[src/rtl/uart_tx_serializer.sv]
// UART transmitter: start bit, DATA_BITS data bits LSB-first, optional even parity,
// STOP_BITS stop bits. Define UART_TX_PARITY_EN to compile in the parity bit.
module uart_tx_serializer #(
  parameter int CLKS_PER_BIT = 16,
  parameter int DATA_BITS    = 8,
  parameter int STOP_BITS    = 1
) (
  input  logic                 clk,
  input  logic                 reset,
  input  logic [DATA_BITS-1:0] tx_data,
  input  logic                 tx_valid,
  output logic                 tx_ready,
  output logic                 tx,
  output logic                 tx_busy,
  output logic                 tx_done
);

  localparam int CNT_W = (CLKS_PER_BIT > 1) ? $clog2(CLKS_PER_BIT) : 1;
  localparam int IDX_W = $clog2(DATA_BITS);

  localparam logic [CNT_W-1:0] CNT_LAST  = CNT_W'(CLKS_PER_BIT - 1);
  localparam logic [IDX_W-1:0] DATA_LAST = IDX_W'(DATA_BITS - 1);
  localparam logic [IDX_W-1:0] STOP_LAST = IDX_W'(STOP_BITS - 1);

  typedef enum logic [2:0] {
    S_IDLE   = 3'd0,
    S_START  = 3'd1,
    S_DATA   = 3'd2,
`ifdef UART_TX_PARITY_EN
    S_PARITY = 3'd3,
`endif
    S_STOP   = 3'd4
  } state_t;

  state_t               state, state_d;
  logic [CNT_W-1:0]     bit_cnt, bit_cnt_d;
  logic [IDX_W-1:0]     idx, idx_d;
  logic [DATA_BITS-1:0] shift_reg, shift_d;
  logic                 tx_d;
  logic                 done_d;
  logic                 bit_end;

`ifdef UART_TX_PARITY_EN
  logic parity_q, parity_d;
`endif

  assign bit_end  = (bit_cnt == CNT_LAST);
  assign tx_ready = (state == S_IDLE);
  assign tx_busy  = ~tx_ready;

  // NOTE: every signal driven here gets a default first, so no path can infer a latch.
  always_comb begin
    state_d   = state;
    bit_cnt_d = bit_cnt;
    idx_d     = idx;
    shift_d   = shift_reg;
    done_d    = 1'b0;
    tx_d      = 1'b1;
`ifdef UART_TX_PARITY_EN
    parity_d  = parity_q;
`endif

    if (state != S_IDLE) begin
      bit_cnt_d = bit_end ? '0 : bit_cnt + CNT_W'(1);
    end

    case (state)
      S_IDLE: begin
        if (tx_valid) begin
          shift_d = tx_data;
          idx_d   = '0;
          state_d = S_START;
`ifdef UART_TX_PARITY_EN
          parity_d = ^tx_data;
`endif
        end
      end
      S_START: begin
        if (bit_end) begin
          idx_d   = '0;
          state_d = S_DATA;
        end
      end
      S_DATA: begin
        if (bit_end) begin
          shift_d = shift_reg >> 1;
          if (idx == DATA_LAST) begin
            idx_d = '0;
`ifdef UART_TX_PARITY_EN
            state_d = S_PARITY;
`else
            state_d = S_STOP;
`endif
          end else begin
            idx_d = idx + IDX_W'(1);
          end
        end
      end
`ifdef UART_TX_PARITY_EN
      S_PARITY: begin
        if (bit_end) begin
          idx_d   = '0;
          state_d = S_STOP;
        end
      end
`endif
      S_STOP: begin
        if (bit_end) begin
          if (idx == STOP_LAST) begin
            idx_d   = '0;
            done_d  = 1'b1;
            state_d = S_IDLE;
          end else begin
            idx_d = idx + IDX_W'(1);
          end
        end
      end
      default: begin
        state_d = S_IDLE;
      end
    endcase

    // The line level is decoded from the *next* state so tx itself can be a flop.
    case (state_d)
      S_START:  tx_d = 1'b0;
      S_DATA:   tx_d = shift_d[0];
`ifdef UART_TX_PARITY_EN
      S_PARITY: tx_d = parity_d;
`endif
      default:  tx_d = 1'b1;
    endcase
  end

  // NOTE: sequential state uses non-blocking assignments so all flops update together.
  // NOTE: the shift register is reset along with the control flops so the datapath
  // starts from a known value after an abandoned frame.
  always_ff @(posedge clk or negedge reset) begin
    if (!reset) begin
      state     <= S_IDLE;
      bit_cnt   <= '0;
      idx       <= '0;
      shift_reg <= '0;
      tx        <= 1'b1;
      tx_done   <= 1'b0;
    end else begin
      state     <= state_d;
      bit_cnt   <= bit_cnt_d;
      idx       <= idx_d;
      shift_reg <= shift_d;
      tx        <= tx_d;
      tx_done   <= done_d;
    end
  end

`ifdef UART_TX_PARITY_EN
  always_ff @(posedge clk or negedge reset) begin
    if (!reset) begin
      parity_q <= 1'b0;
    end else begin
      parity_q <= parity_d;
    end
  end
`endif

endmodule

[config.mk]
export PLATFORM = sky130hd
export DESIGN_NAME = uart_tx_serializer
export DESIGN_NICKNAME = d
export VERILOG_FILES = /design/src/rtl/uart_tx_serializer.sv
export SDC_FILE = /design/constraint.sdc
export NUM_CORES = 1
export LEC_CHECK = 0
export BUFFER_PORTS_ARGS = -buffer_cell sky130_fd_sc_hd__buf_2
export CORE_ASPECT_RATIO = 0.7
export CORE_UTILIZATION = 30
export CTS_BUF_LIST = sky130_fd_sc_hd__clkbuf_4 sky130_fd_sc_hd__clkbuf_8
export CTS_CLUSTER_SIZE = 10
export DETAILED_ROUTE_END_ITERATION = 8
export PLACE_DENSITY_LB_ADDON = 0.12
export SLEW_MARGIN = 20
export SYNTH_ARGS = -nofsm -noshare
export SYNTH_HDL_FRONTEND = slang
export SYNTH_SLANG_ARGS = --single-unit
export TNS_END_PERCENT = 5
[constraint.sdc]
create_clock -name clk -period 2.9 [get_ports clk]
set_input_delay 0.58 -clock clk [delete_from_list [all_inputs] [get_ports clk]]
set_output_delay 0.58 -clock clk [all_outputs]
set_load 0.005 [all_outputs]
==> metrics.md, run 1 <==
| Metric | Value |
|---|---|
| Switch share | `35.1%` |
| Fmax | `474 MHz` |
| Pwr Density | `805 nW/um2` |
| WL/cell | `12.3 um` |
| Final hold slack | `0.261 ns` |
| Crit path launch type | `flip-flop` |
| Final Cell Area | `1210 um2` |
| Worst clock skew | `0.000831 ns` |
| CTS tree | `done` |
| Critical Path RT | `2.32 ns` |
| Setup TNS | `0 ns` |
| Clock Pin Slew Worst Setup and Hold Paths | `0.07 ns` |
| Seq pwr share | `48.6%` |
| Clk Tree Root Cell | `clkbuf_8` |
| Mapped Avg Cell Area | `10.8 um2` |
| Max clock buf depth | `2` |
| Reg2reg path depth | `4` |
| Gp weighted congestion | `between 0.7 and 0.8` |
| CP Max Fanout | `11` |
| Initial antenna violation count | `0` |
| Die H | `51.6 um` |
| Final setup margin | `0.788 ns` |
| DP Wirelength | `1450 um` |
| Detailed-route via count | `713` |
| H-Tree Depth | `1` |
| Syn Nets | `113` |
| Die X | `72.9 um` |
| Reg-to-reg endpoint | `idx[0]$_DFFE_PN0P_` |
| Combinational share of power | `30.3%` |
| Synthesized area | `1060 um2` |
| Drt pass-1 iters | `4` |
| Peak per-stage delay on the critical path | `roughly 0.53 ns` |
| Final setup fails | `0` |
| Routed Antenna Nets | `0` |
| R2R Path Start | `state[0]$_DFF_PN0_` |
| GRT Total Usage | `12.9%` |
| Status | `completed` |
| Number of CTS-inserted buffers | `3` |
| Gr ovfl total | `0` |
| First-pass GRT wire length | `around 3500 um` |
| Commonest cells after routing, fill and taps aside | `nand2_1 (22), dfrtp_1 (19), buf_2 (14)` |
| Total die area | `3770 um2` |
| 1st-iter DRT viols | `24` |
| Leak Pwr | `between 0.5 and 0.6 nW` |
| Max VDD drop | `325 uV` |
| Slew Limit Fails | `0` |
| Vias in the first global route | `roughly 720` |
| Antenna cells | `0` |
| Synth warn | `0` |
| Top delay family on crit path | `flip-flops` |
| Commonest non-fill, non-tap cell in the layout | `nand2_1` |
| Final hold vios | `0` |
| PortBufs | `14` |
| Sequential share of the synthesized area | `47.5%` |
| Final core occ | `~37%` |
| Clock Latency Late Sink | `0.25 ns` |
| Slew margin rel. | `56.1%` |
| Max_cap viols | `0` |
| Psw | `343 uW` |
| Period Utilization, post-route | `72.8%` |
| CORE AREA | `3250 um2` |
| Site Rows | `17` |
| CP Buf/Inv Count | `2` |
| RSZ-0062 raised after global routing | `false` |
| Post-Syn Instances | `between 90 and 100` |
| WP data arrival | `1.53 ns` |
| DRC | `0` |
| Count of different cell masters after synthesis | `35` |
| Final nets | `between 100 and 150` |
| Cell area after placement | `1160 um2` |
| Largest net degree at the start of global routing | `21` |
| Pwr Total | `977 uW` |
| Starting Density | `between 30% and 40%` |
| Number of clock sinks | `20` |
| FF-to-FF setup slack | `1.01 ns` |
| I/O pin total | `15` |
| Worst setup path class | `flip-flop to output pin` |
| Post CTS Setup Buffer Count | `0` |
| Post-CTS sizing | `0` |
| Slowest stage cell, crit path | `dfrtp_1` |
| Finished Layout Cells | `160` |
| Worst-Margin Slew | `0.656 ns` |
| Final min period | `2.11 ns` |
| #FFs+latches synth | `20` |
| CP Cell Sequence | `or3_1 -> inv_2 -> buf_2` |
| Dpl ws | `0.990 ns` |
| Hold_buf cts | `0` |
| Share of layout cells above drive strength 1 | `28.3%` |
| HP Class | `input pin to asynchronous set/reset pin` |
| Vias per inst | `4.46` |
| Post-Route WL | `1970 um` |
| Clock share of power | `a little over a fifth` |
| # fillers | `333` |
| Cell Int Power | `634 uW` |
| Number of flip-flops in the largest register | `8` |
| CP Capture Type | `output pin` |
| Syn-to-layout area delta | `14.9%` |
| Cells after DPL | `156` |
-- worst max-delay path by stage --
stage                                   from  cells past startpoint  slack, ns                 end
final                     state[0]$_DFF_PN0_                      3       0.79            tx_ready
after detailed placement            tx_valid                      5       0.99  idx[0]$_DFFE_PN0P_
after global routing      state[0]$_DFF_PN0_                      3       0.71            tx_ready
after global placement              tx_valid                      5       1.03  idx[1]$_DFFE_PN0P_
after floorplan           state[0]$_DFF_PN0_                      4       1.23            tx_ready
after CTS                 state[0]$_DFF_PN0_                      3       0.78            tx_ready
-- cell families (layout without fill, tap and decap cells) --
family,Yosys count,in the layout,synth area share (%)
and+or+nand+nor,43,43,24.4
buffers and inverters,7,22,3.91
xor gates and xnor gates,1,1,0.830
DFF,20,20,47.5
muxes,3,3,4.27
adders and majority gates,4,4,4.74
AOI/OAI and AO/OA,20,20,14.3
-- worst reg2reg max path, cell delays in order, from the launching register on --
cell and delay (ns):
dfrtp_1 0.53, nor4b_4 0.67, a21oi_4 0.15, nand3_4 0.13, mux2_4 0.30
-- power groups by stage --
stage	Sequential [mW]	Combinational, mW	Clock, mW
floorplan	0.442	0.266	0
global placement	0.478	0.297	0
detailed placement	0.479	0.300	0
CTS	0.474	0.302	0.215
global route	0.490	0.341	0.231
finish	0.475	0.296	0.206
-- final cells by class --
| cell class | instances | area, um2 | area share, % |
|---|---|---|---|
| inverters | 4 | 15.0 | 1.24 |
| repair buffers | 14 | 70.1 | 5.77 |
| multi-input cells | 71 | 513 | 42.3 |
| well taps | 47 | 58.8 | 4.85 |
| flip-flops and latches | 20 | 502 | 41.3 |
| clock buffers | 4 | 55.1 | 4.54 |
-- synthesized netlist by cell type (all sizes together) --
cell / n / area, um2
or3: 1 / 6.26
clkbuf: 1 / 3.75
nor3b: 2 / 15.0
nand4: 1 / 6.26
a31o: 1 / 8.76
mux2: 3 / 45.0
a2bb2oi: 1 / 8.76
ha: 4 / 50.1
buf: 2 / 22.5
and2: 1 / 8.76
a211o: 1 / 8.76
a21oi: 5 / 40.0
o21ai: 5 / 25.0
nor2: 2 / 7.51
and3: 1 / 6.26
nor3: 2 / 21.3
and4b: 1 / 13.8
a221oi: 1 / 15.0
dfrtp: 19 / 475
nand2b: 3 / 18.8
dfstp: 1 / 26.3
xnor2: 1 / 8.76
a22oi: 6 / 45.0
nor4b: 1 / 23.8
nand3: 4 / 32.5
nor2b: 2 / 15.0
inv: 4 / 15.0
nand2: 22 / 82.6
-- per-layer routing --
metal	routed length, um	global-route usage (%)	up-vias
met1	1100	18.2	330
li1	-	-	372
met4	13	4.25	0
met2	781	17.6	9
met3	74	5.04	2
met5	0	0	-
(Power assumes the default switching activity.)
==> inputs of run 2 (changes only) <==
Settings changed: ABC_AREA set to 1.
Clock period 2.9 ns to 1.9 ns, I/O delays scaled along.
==> run 2 against run 1 <==
Compared with the run above:
- non-clock buffer count did not move
- synthesized cell count rose by 41%
- critical path type unchanged
- power rose by 86%
- register-to-register slack got worse by 0.59 ns
- first-iteration DRC count rose by 130%
- critical endpoint unchanged
==> metrics.md, run 2 <==
| Metric | Value |
|---|---|
| Commonest cells after routing, fill and taps aside | `nand2_1 (51), dfrtp_1 (19), nand3_1 (17)` |
| CP Capture Type | `output pin` |
| Gp weighted congestion | `0.838 (+13%)` |
| Finished Layout Cells | `203 (+27%)` |
| Antenna cells | `0 (unchanged)` |
| Final min period | `1.69 ns` |
| Hold_buf cts | `0 (unchanged)` |
| Largest cells by area after synthesis | `dfrtp_1 (43%), nand2_1 (17%), nand3_1 (7.7%)` |
| Worst clock skew | `0.00433 ns (+0.00350 ns)` |
| Cell Int Power | `1.05 mW (+65%)` |
| Critical Path RT | `1.52 ns (-0.80 ns)` |
| Synthesized area | `1100 um2 (+4.1%)` |
| Clock share of power | `18.1% (-3.0 points)` |
| Share of layout cells above drive strength 1 | `24.4% (-4.0 points)` |
| Post-CTS sizing | `0 (unchanged)` |
| Largest net degree at the start of global routing | `21 (unchanged)` |
| Pwr Density | `1420 nW/um2 (+76%)` |
| PortBufs | `14 (unchanged)` |
| 1st-iter DRT viols | `54 (+130%)` |
| Synth warn | `0 (unchanged)` |
| Number of CTS-inserted buffers | `3 (unchanged)` |
| Share of Yosys cell area claimed by the top area cell type | `43.2% (-1.8 points)` |
| Initial antenna violation count | `0 (unchanged)` |
| Count of different cell masters after synthesis | `21 (-40%)` |
| Period Utilization, post-route | `89.0%` |
| Final Cell Area | `1280 um2 (+5.8%)` |
| CORE AREA | `3320 um2 (+2.0%)` |
| Largest area contributor in the netlist | `dfrtp_1` |
| Async SR Flop Fraction | `100% (unchanged)` |
| Cell area after placement | `1230 um2 (+6.0%)` |
| Clock Latency Late Sink | `0.26 ns (about the same)` |
| CP Max Fanout | `8 (-3)` |
| Site Rows | `17 (unchanged)` |
| Max VDD drop | `634 uV (+95%)` |
| Final nets | `172 (+33%)` |
| Starting Density | `33.1% (+0.70 points)` |
| Status | `completed` |
| Crit path launch type | `flip-flop` |
| Final setup fails | `0 (unchanged)` |
| I/O pin total | `15 (unchanged)` |
| First-pass GRT wire length | `4130 um (+19%)` |
| Die H | `52.7 um (+2.0%)` |
| Die X | `74.4 um (+2.0%)` |
| Syn-to-layout area delta | `16.7%` |
| WL/cell | `11.4 um (-7.9%)` |
| Post-Route WL | `2310 um (+17%)` |
| Dpl ws | `0.414 ns (-0.576 ns)` |
| Detailed-route via count | `945 (+33%)` |
| Syn Nets | `153 (+35%)` |
| Max clock buf depth | `2 (unchanged)` |
| Top cells by count, synth | `nand2_1 (51), dfrtp_1 (19), nand3_1 (17)` |
| Worst setup path class | `flip-flop to output pin` |
| Clock Pin Slew Worst Setup and Hold Paths | `0.08 ns (about the same)` |
| Number of flip-flops in the largest register | `8 (unchanged)` |
| Total die area | `3920 um2 (+4.0%)` |
| Combinational share of power | `41.9% (+12 points)` |
| Vias in the first global route | `931 (+29%)` |
| Final hold vios | `0 (unchanged)` |
| WP data arrival | `1.31 ns (-0.22 ns)` |
| Psw | `769 uW (+120%)` |
| Slew margin rel. | `68.4% (+12 points)` |
| Post-Syn Instances | `138 (+41%)` |
| Post CTS Setup Buffer Count | `0 (unchanged)` |
| Fmax | `591 MHz` |
| Leak Pwr | `0.671 nW (+14%)` |
| Primary FF master, synth | `dfrtp_1` |
| Max_cap viols | `0 (unchanged)` |
| Mapped Avg Cell Area | `7.97 um2 (-26%)` |
| CTS tree | `done` |
| Switch share | `42.3% (+7.2 points)` |
| H-Tree Depth | `1 (unchanged)` |
| Slew Limit Fails | `0 (unchanged)` |
| Post-synth EDFFs | `0 (unchanged)` |
| Final setup margin | `0.209 ns (-0.579 ns)` |
| Sequential share of the synthesized area | `45.6% (-1.9 points)` |
| Routed Antenna Nets | `0 (unchanged)` |
| GRT Total Usage | `14.6% (+1.8 points)` |
| Gr ovfl total | `0 (unchanged)` |
| Commonest non-fill, non-tap cell in the layout | `nand2_1` |
| Cells after DPL | `199 (+28%)` |
| RSZ-0062 raised after global routing | `false` |
| Drt pass-1 iters | `4 (unchanged)` |
| DRC | `0 (unchanged)` |
| HP Class | `input pin to asynchronous set/reset pin` |
| Worst-Margin Slew | `0.474 ns (-0.182 ns)` |
| #FFs+latches synth | `20 (unchanged)` |
| Clk Tree Root Cell | `clkbuf_8` |
| Vias per inst | `4.66 (+4.5%)` |
| Most common cell in the synthesized netlist | `nand2_1` |
| DP Wirelength | `1730 um (+19%)` |
| Seq pwr share | `39.9% (-8.7 points)` |
| Setup TNS | `0 ns (unchanged)` |
| Number of clock sinks | `20 (unchanged)` |
-- run 2: cell count changes after synthesis, moves of 5 or more --
cell     delta
inv_1       +6
nor2_1      +5
nand3_1    +14
a22oi_1     -6
nand2_1    +29
-- run 2: routing by layer --
layer | track usage, % | share of wire, % | wire length (um) | up-vias
li1 | - | - | - | 480
met2 | 21.2 | 40 | 913 | 22
met3 | 4.62 | 4.6 | 106 | 7
met1 | 19.7 | 54 | 1250 | 436
met4 | 6.60 | 1.6 | 37 | 0
met5 | 0 | 0 | 0 | -
-- run 2: critical path: stages (launching register included) --
cell and delay (ns):
dfrtp_1 0.43, nor2_2 0.23, nand2_4 0.15, inv_2 0.12
buf_2 0.12
-- run 2: cell families after synthesis --
| logic type | share of synthesized area, % |
|---|---|
| flops | 45.6 |
| compound gates | 3.98 |
| fa+ha+maj | 4.55 |
| simple gates | 40.8 |
| buf+inv | 5.01 |
-- run 2: final cells by class --
| type | instances | area (um2) |
|---|---|---|
| multi-input cells | 104 | 543 |
| flip-flops and latches | 20 | 502 |
| clock buffers | 4 | 55.1 |
| well taps | 47 | 58.8 |
| repair buffers | 14 | 70.1 |
| fillers | 357 | 2030 |
| inverters | 14 | 55.1 |
-- run 2: path summary, 6_finish.rpt --
path                                          start                  endpoint  slack [ns]  depth (start not counted)
max in group asynchronous                     reset              tx$_DFF_PN1_        1.49                          1
hold / removal                                reset  shift_reg[5]$_DFFE_PN0P_        0.07                          1
min in group clk                         tx_data[7]  shift_reg[7]$_DFFE_PN0P_        0.32                          3
hold reg to reg            shift_reg[7]$_DFFE_PN0P_  shift_reg[7]$_DFFE_PN0P_        0.48                          2
setup / recovery                 state[0]$_DFF_PN0_                  tx_ready        0.21                          4
setup reg to reg             bit_cnt[0]$_DFFE_PN0N_  shift_reg[4]$_DFFE_PN0P_        0.42                          8
-- run 2: power by group through the flow --
stage | logic, mW | registers [mW] | clock network (mW)
after CTS | 0.764 | 0.724 | 0.347
after global routing | 0.877 | 0.750 | 0.365
after global placement | 0.757 | 0.731 | 0
final | 0.762 | 0.725 | 0.330
after floorplan | 0.595 | 0.703 | 0
after detailed placement | 0.757 | 0.732 | 0
-- run 2: metrics by stage --
stage | power, mW | utilization (%) | hold slack, ns
global route | 1.99 | 38.7 | 0.0959
finish | 1.82 | 38.7 | 0.0664
detailed placement | 1.49 | 37.0 | 0.364
floorplan | 1.30 | - | 0.0844
global placement | 1.49 | 37.0 | 0.358
CTS | 1.84 | 38.7 | 0.0764
==> inputs of run 3 (changes only) <==
Settings changed: CTS_CLUSTER_SIZE 10 to unset, GPL_TIMING_DRIVEN set to 0, PLACE_DENSITY set to 0.56, PLACE_DENSITY_LB_ADDON 0.12 to unset.
==> run 3 against run 2 <==
Compared with the run above:
- final cell count stayed put
- final area unchanged
- non-clock buffer count is the same
- utilization unchanged
- first-iteration DRC count up 3.7%
- sequential share of layout area did not move
- maximum frequency up 1.7%
- clock power shrank 2%
==> metrics.md, run 3 (same netlist as run 2, synthesis figures left out) <==
| Metric | Value |
|---|---|
| Gr ovfl total | `0 (unchanged)` |
| Syn-to-layout area delta | `16.7% (unchanged)` |
| WP data arrival | `1.28 ns (-0.03 ns)` |
| CTS tree | `done` |
| Max_cap viols | `0 (unchanged)` |
| Critical Path RT | `1.52 ns (about the same)` |
| Final setup fails | `0 (unchanged)` |
| Number of clock sinks | `20 (unchanged)` |
| Worst setup path class | `flip-flop to output pin` |
| Post-CTS sizing | `0 (unchanged)` |
| Gp weighted congestion | `0.876 (+4.6%)` |
| Final hold vios | `0 (unchanged)` |
| Post-Route WL | `2270 um (-1.5%)` |
| Share of layout cells above drive strength 1 | `24.4% (unchanged)` |
| RSZ-0062 raised after global routing | `false` |
| Site Rows | `17 (unchanged)` |
| Number of flip-flops in the largest register | `8 (unchanged)` |
| Slew Limit Fails | `0 (unchanged)` |
| Max clock buf depth | `2 (unchanged)` |
| First-pass GRT wire length | `4170 um (+0.99%)` |
| Total die area | `3920 um2 (unchanged)` |
| Final hold slack | `0.0607 ns (-0.00569 ns)` |
| CP Max Fanout | `8 (unchanged)` |
| CORE AREA | `3320 um2 (unchanged)` |
| Clock Pin Slew Worst Setup and Hold Paths | `0.08 ns (about the same)` |
| Antenna cells | `0 (unchanged)` |
| Number of CTS-inserted buffers | `3 (unchanged)` |
| Initial antenna violation count | `0 (unchanged)` |
| Pwr Total | `1.81 mW (-0.22%)` |
| WL/cell | `11.2 um (-1.5%)` |
| Period Utilization, post-route | `87.5% (-1.5 points)` |
| Starting Density | `33.1% (unchanged)` |
| Routed Antenna Nets | `0 (unchanged)` |
| Final nets | `172 (unchanged)` |
| Status | `completed` |
| Commonest cells after routing, fill and taps aside | `nand2_1 (51), dfrtp_1 (19), nand3_1 (17)` |
| Post CTS Setup Buffer Count | `0 (unchanged)` |
| Crit path launch type | `flip-flop` |
| Reg area | `502 um2 (unchanged)` |
| DP Wirelength | `1700 um (-1.6%)` |
| CP Capture Type | `output pin` |
| H-Tree Depth | `1 (unchanged)` |
| Pwr Density | `1410 nW/um2 (-0.22%)` |
| Drt pass-1 iters | `4 (unchanged)` |
| Detailed-route via count | `922 (-2.4%)` |
| HP Class | `input pin to asynchronous set/reset pin` |
| Clk Tree Root Cell | `clkbuf_8` |
| Final min period | `1.66 ns (-0.0286 ns)` |
| Vias in the first global route | `914 (-1.8%)` |
| DRC | `0 (unchanged)` |
| Die H | `52.7 um (unchanged)` |
| Finished Layout Cells | `203 (unchanged)` |
| 1st-iter DRT viols | `56 (+3.7%)` |
| GRT Total Usage | `14.7% (+0.047 points)` |
| Hold_buf cts | `0 (unchanged)` |
| I/O pin total | `15 (unchanged)` |
| Setup TNS | `0 ns (unchanged)` |
| Worst clock skew | `0.00315 ns (-0.00119 ns)` |
| Cells after DPL | `199 (unchanged)` |
| Max VDD drop | `536 uV (-15%)` |
| PortBufs | `14 (unchanged)` |
| Fmax | `602 MHz (+1.7%)` |
| # fillers | `357 (unchanged)` |
| Multi-input gate area | `543 um2 (unchanged)` |
| Cell area after placement | `1230 um2 (unchanged)` |
| Leak Pwr | `0.671 nW (unchanged)` |
| Slew margin rel. | `69.6% (+1.2 points)` |
| Commonest non-fill, non-tap cell in the layout | `nand2_1` |
| Worst-Margin Slew | `0.455 ns (-0.0183 ns)` |
| Largest net degree at the start of global routing | `21 (unchanged)` |
| Vias per inst | `4.54 (-2.4%)` |
| Clock Latency Late Sink | `0.26 ns (about the same)` |
| Die X | `74.4 um (unchanged)` |
| Final Cell Area | `1280 um2 (unchanged)` |
## run 3: cell counts in the layout (fill, tap and decap cells not counted)
No cell type changed its count.
## run 3: critical path, cell delays in order, from the launching register on
cell and delay, ns:
dfrtp_1 0.41, nor2_2 0.24, nand2_4 0.15, inv_2 0.11
buf_2 0.11
## run 3: layout make-up
type	count	share of cell area [%]
inverter	14	4.29
timing repair buffer	14	5.46
sequential	20	39.1
multi-input combinational	104	42.3
clock buffer	4	4.29
tap	47	4.58
## run 3: report_power, final
part	internal (mW)	total (mW)	switching, mW
Clock	0.184	0.325	0.141
Sequential	0.598	0.722	0.125
Combinational	0.267	0.766	0.499
Total	1.05	1.81	0.765
## run 3: through the flow
step / worst slack, ns / utilization, %
global placement: 0.417 / 37.0
finish: 0.238 / 38.7
floorplan: 0.629 / -
global route: 0.140 / 38.7
detailed placement: 0.391 / 37.0
CTS: 0.220 / 38.7
## run 3: routing by layer
| layer | global-route usage, % | vias to the layer above | share of wire (%) |
|---|---|---|---|
| li1 | - | 482 | - |
| met1 | 19.2 | 425 | 51 |
| met2 | 21.8 | 11 | 44 |
| met3 | 5.00 | 4 | 3.4 |
| met4 | 6.29 | 0 | 1.8 |
| met5 | 0 | - | 0 |
## run 3: final timing paths
check	startpoint	to	slack, ns	cells past startpoint
worst max-delay path	state[2]$_DFF_PN0_	tx_ready	0.24	4
worst min-delay path	reset	shift_reg[7]$_DFFE_PN0P_	0.06	1
worst max register to register	bit_cnt[0]$_DFFE_PN0N_	shift_reg[4]$_DFFE_PN0P_	0.36	8
worst min register to register	shift_reg[7]$_DFFE_PN0P_	shift_reg[7]$_DFFE_PN0P_	0.47	2
max in group asynchronous	reset	tx$_DFF_PN1_	1.49	1
min in group clk	tx_data[7]	shift_reg[7]$_DFFE_PN0P_	0.33	3
